## src/rtl/router_reset_sequencer.sv

```systemverilog
// Staggered per-router reset generator with power-on and software-requested sequences.
// Define ROUTER_RST_STATUS_EN to add the saturating seq_count status output.
module router_reset_sequencer #(
  parameter int unsigned N_CH        = 4,
  parameter int unsigned HOLD_CYCLES = 8,
  parameter int unsigned STAGGER     = 2,
  parameter int unsigned CNT_W       = 8
) (
  input  logic            clk,
  input  logic            reset,
  input  logic            sw_rst_req,
  input  logic [N_CH-1:0] ch_mask,
  output logic            sw_rst_ack,
  output logic [N_CH-1:0] ch_rst_n,
  output logic            busy,
`ifdef ROUTER_RST_STATUS_EN
  output logic [15:0]     seq_count,
`endif
  output logic            done
);

  localparam int unsigned IdxW = (N_CH > 1) ? $clog2(N_CH) : 1;
  localparam logic [IdxW-1:0] LastIdx = IdxW'(N_CH - 1);
  localparam logic [CNT_W-1:0] HoldLast = CNT_W'(HOLD_CYCLES - 1);
  localparam logic [CNT_W-1:0] StagLast = CNT_W'(STAGGER - 1);
  localparam bit SingleHold = (HOLD_CYCLES <= 1);

  typedef enum logic [1:0] {StIdle, StHold, StRelease} state_e;

  state_e            state_q;
  logic [CNT_W-1:0]  cnt_q;
  logic [IdxW-1:0]   idx_q;
  logic [N_CH-1:0]   mask_q;
  logic              sw_flag_q;
  logic              req_q;

  always_ff @(posedge clk) begin
    if (!reset) begin
      state_q    <= StHold;
      cnt_q      <= '0;
      idx_q      <= '0;
      mask_q     <= '1;
      sw_flag_q  <= 1'b0;
      req_q      <= 1'b0;
      ch_rst_n   <= '0;
      busy       <= 1'b1;
      done       <= 1'b0;
      sw_rst_ack <= 1'b0;
    end else begin
      req_q      <= sw_rst_req;
      done       <= 1'b0;
      sw_rst_ack <= 1'b0;
      unique case (state_q)
        StIdle: begin
          if (sw_rst_req && !req_q) begin
            if (ch_mask == '0) begin
              done       <= 1'b1;
              sw_rst_ack <= 1'b1;
            end else begin
              mask_q    <= ch_mask;
              ch_rst_n  <= ch_rst_n & ~ch_mask;
              busy      <= 1'b1;
              sw_flag_q <= 1'b1;
              idx_q     <= '0;
              // The accepting edge is itself the first hold edge.
              if (SingleHold) begin
                state_q <= StRelease;
                cnt_q   <= '0;
              end else begin
                state_q <= StHold;
                cnt_q   <= CNT_W'(1);
              end
            end
          end
        end
        StHold: begin
          if (cnt_q == HoldLast) begin
            state_q <= StRelease;
            cnt_q   <= '0;
            idx_q   <= '0;
          end else begin
            cnt_q <= cnt_q + CNT_W'(1);
          end
        end
        StRelease: begin
          if (cnt_q == '0 && mask_q[idx_q]) begin
            ch_rst_n[idx_q] <= 1'b1;
          end
          // The final slot ends one edge after its release, regardless of STAGGER.
          if (idx_q == LastIdx) begin
            if (cnt_q != '0) begin
              state_q    <= StIdle;
              cnt_q      <= '0;
              idx_q      <= '0;
              busy       <= 1'b0;
              done       <= 1'b1;
              sw_rst_ack <= sw_flag_q;
              sw_flag_q  <= 1'b0;
            end else begin
              cnt_q <= CNT_W'(1);
            end
          end else if (cnt_q == StagLast) begin
            cnt_q <= '0;
            idx_q <= idx_q + IdxW'(1);
          end else begin
            cnt_q <= cnt_q + CNT_W'(1);
          end
        end
        default: state_q <= StHold;
      endcase
    end
  end

`ifdef ROUTER_RST_STATUS_EN
  always_ff @(posedge clk) begin
    if (!reset) begin
      seq_count <= '0;
    end else if (done && seq_count != 16'hFFFF) begin
      seq_count <= seq_count + 16'd1;
    end
  end
`endif

endmodule

```

## config.mk

```make
export PLATFORM = sky130hd
export DESIGN_NAME = router_reset_sequencer
export DESIGN_NICKNAME = d
export VERILOG_FILES = /design/src/rtl/router_reset_sequencer.sv
export SDC_FILE = /design/constraint.sdc
export NUM_CORES = 1
export LEC_CHECK = 0
export CORE_MARGIN = 4
export CORE_UTILIZATION = 40
export CTS_CLUSTER_DIAMETER = 40
export CTS_CLUSTER_SIZE = 10
export DETAILED_ROUTE_END_ITERATION = 6
export DONT_BUFFER_PORTS = 1
export HOLD_SLACK_MARGIN = 0.08
export PLACE_DENSITY = 0.56
export SKIP_CTS_REPAIR_TIMING = 1
export SYNTH_ARGS = -nofsm -noshare
export SYNTH_HDL_FRONTEND = slang
export SYNTH_SLANG_ARGS = --single-unit
```

## constraint.sdc

```tcl
create_clock -name clk -period 2.6 [get_ports clk]
set_input_delay 0.52 -clock clk [delete_from_list [all_inputs] [get_ports clk]]
set_output_delay 0.52 -clock clk [all_outputs]
set_load 0.05 [all_outputs]
```

==> run summary <==
vias in the first global route: 1039
initial drt markers: 81
total gr overflow: 0
outcome: completed
cells after synthesis: 165
Slew Viols, Final: 0
insertion delay to the later sink of the worst-skew pair: 340 ps
Flop pwr share: 46.4%
Comb pwr share: 35.5%
#FFs+latches synth: 25
fin crit share: 80.84%
worst endpoint required time: 2900 ps
crit start category: register
Ports: 14
Hold WS: 254.3 ps
RR Endpoint: cnt_q[7]$_SDFFE_PN0P_
initial antenna violation count: 0
Syn Nets: 183
final setup vio count: 0
DRC Markers: 0
number of max-cap violations: 0
ratio of cells with drive above 1 in the final layout: 11.25%
final antenna-violating net count: 0
Slew headroom: 65.86%
# diodes: 0
Starting Density: 42.64%
Worst Path Class, Setup: register to register
area delta synth->final: 2.320%
drt pass-1 iters: 4
H-tree lvl count: 1
RR Startpoint: state_q[0]$_SDFFE_PN1P_
Ys Warns: 0
WL final: 3184 um
Post-synth EDFFs: 0
Int Power: 0.0006370 W
Max VDD drop: 0.3441 mV
Worst-path clk slew: 150 ps
hold crit path type: primary input to register
Worst-Margin Slew: 509.1 ps
ys async rst share: 0%
r2r setup slk: 500 ps
Worst Setup End Kind: register
IO buf count: 0
Net Sw Frac: 39.55%
Detailed Place HPWL: 2360 um
CTS sink cnt: 25
M1 GR Usage: 22.81%
Final Hold Vio Count: 0
Main synth FF type: dfxtp_1
FF-to-FF path depth: 7
Worst Path Max Fanout: 12
first-pass GRT wire length: 5112 um
TritonCTS Buffers: 3
fin nets: 179
met3 Usage GRT: 2.135%
Die Width: 68.34 um
gr usage total: 14.79%
Distinct cells, synth: 52
beginning of the worst hold path: reset
Core Area: 3416 um2
clock share of power: 18.1%
synthesized area: 1456 um2
total number of vias: 1196
switching pwr: 0.0004168 W
critical path arrival: 2400 ps
final non-filler cell area: 1490 um2
Top Usage Layer GRT: met1
commonest non-fill, non-tap cell in the layout: dfxtp_1
unrepaired setup endpoints after global routing: false
GP Congestion: 0.7812
die area: 4670 um2
overall power: 0.001054 W
row cnt: 21
Peak Freq: 475.8 MHz
sequential cell area fraction in the yosys report: 34.36%
Post-DP Area: 1460 um2
final std cells w/o fill: 206
post-DR wirelength/cell: 15.46 um
syn avg cell area: 8.827 um2
commonest non-fill, non-tap cells in the layout: dfxtp_1, nand2_1, ha_1
Power Density: 707.2 nW/um2
Clock Path Buffers: 2
crit path time final: 2102 ps
Die Y: 68.34 um
Leakage Power: 0.5579 nW
M2 GR Usage: 20.46%
CTS tree: done
Hold EP: mask_q[0]$_SDFFE_PN1P_
hold depth: 1
Placed Cells incl. Taps: 202
CTS root buffer: clkbuf_4
largest net degree at the start of global routing: 20
DR vias/cell: 5.806
Setup Skew: 5.056 ps
Setup Total Neg Slack: 0 ps
[power by group through the flow]
stage	Combinational [W]	Sequential (W)	Clock, W
6_report	0.000374	0.000489	0.000191
5_1_grt	0.000418	0.000499	0.000210
4_1_cts	0.000379	0.000489	0.000196
3_5_place_dp	0.000377	0.000497	0
3_3_place_gp	0.000363	0.000496	0
2_1_floorplan	0.000321	0.000484	0
[synth_stat cells, types with 2 or more instances]
library cell	n	area, um2
buf_4	3	22.52
clkbuf_1	3	11.26
or3_1	3	18.77
a21oi_1	10	50.05
o21a_1	2	15.01
o211ai_1	2	15.01
nor3_1	2	10.01
o21ai_0	6	30.03
nand4_1	2	12.51
nand2_1	24	90.09
a21o_1	5	37.54
inv_1	8	30.03
ha_1	11	137.6
nand2b_1	3	18.77
a221o_1	3	30.03
nor2b_1	2	12.51
mux2i_1	2	20.02
dfxtp_1	25	500.5
and2_1	2	12.51
nand3_1	8	40.04
nor2_1	8	30.03
[per-layer routing]
layer	up-vias	share of wire, %
li1	583	-
met1	574	48
met3	4	6.5
met4	0	1.1
met5	-	0
met2	35	44
[how the worst max path moves through the flow]
stage / start / end / slack [ps] / cells past startpoint
after floorplan: state_q[1]$_SDFFE_PN0P_ / cnt_q[4]$_SDFFE_PN0P_ / 790 / 8
after global placement: ch_mask[3] / cnt_q[3]$_SDFFE_PN0P_ / 560 / 5
after detailed placement: state_q[0]$_SDFFE_PN1P_ / cnt_q[7]$_SDFFE_PN0P_ / 510 / 7
after CTS: state_q[0]$_SDFFE_PN1P_ / cnt_q[7]$_SDFFE_PN0P_ / 460 / 7
after global routing: state_q[0]$_SDFFE_PN1P_ / cnt_q[3]$_SDFFE_PN0P_ / 300 / 7
final: state_q[0]$_SDFFE_PN1P_ / cnt_q[7]$_SDFFE_PN0P_ / 500 / 7
[state kept, by name, summed over array words and instances, names as in the netlist]
| name | count |
|---|---|
| busy | 1 |
| ch_rst_n | 4 |
| cnt_q | 8 |
| done | 1 |
| idx_q | 2 |
| mask_q | 4 |
| req_q | 1 |
| state_q | 2 |
| sw_flag_q | 1 |
| sw_rst_ack | 1 |
[area by class of cell]
class                      instances  area (um2)
fill                             352        1926
multi-input combinational        123       872.1
sequential                        25       500.5
tap                               46       57.56
inverter                           8       30.03
clock buffer                       3       22.52
clock inverter                     1       7.507
[cell families after synthesis]
| family | synth area share [%] |
|---|---|
| AND/OR/NAND/NOR | 25.26 |
| buffers and inverters | 5.755 |
| multiplexers | 3.694 |
| AO/OA/AOI/OAI | 21.48 |
| flip-flops | 34.36 |
| adder cells (fa/ha/maj) | 9.450 |
[worst max-delay path, cell delays in order (launching register included)]
cell	delay, ps
dfxtp_1	360
inv_1	100
ha_1	440
nand2b_1	200
a31oi_2	320
o211ai_1	180
nor4_1	310
o21a_1	160
[through the flow]
| step | worst slack [ps] | util [%] |
|---|---|---|
| floorplan | 789.1 | - |
| global placement | 559.4 | 42.75 |
| detailed placement | 513.4 | 42.75 |
| CTS | 464.4 | 43.63 |
| global route | 303.9 | 43.63 |
| finish | 498.2 | 43.63 |
No activity file was read; power rests on OpenSTA's default activity.
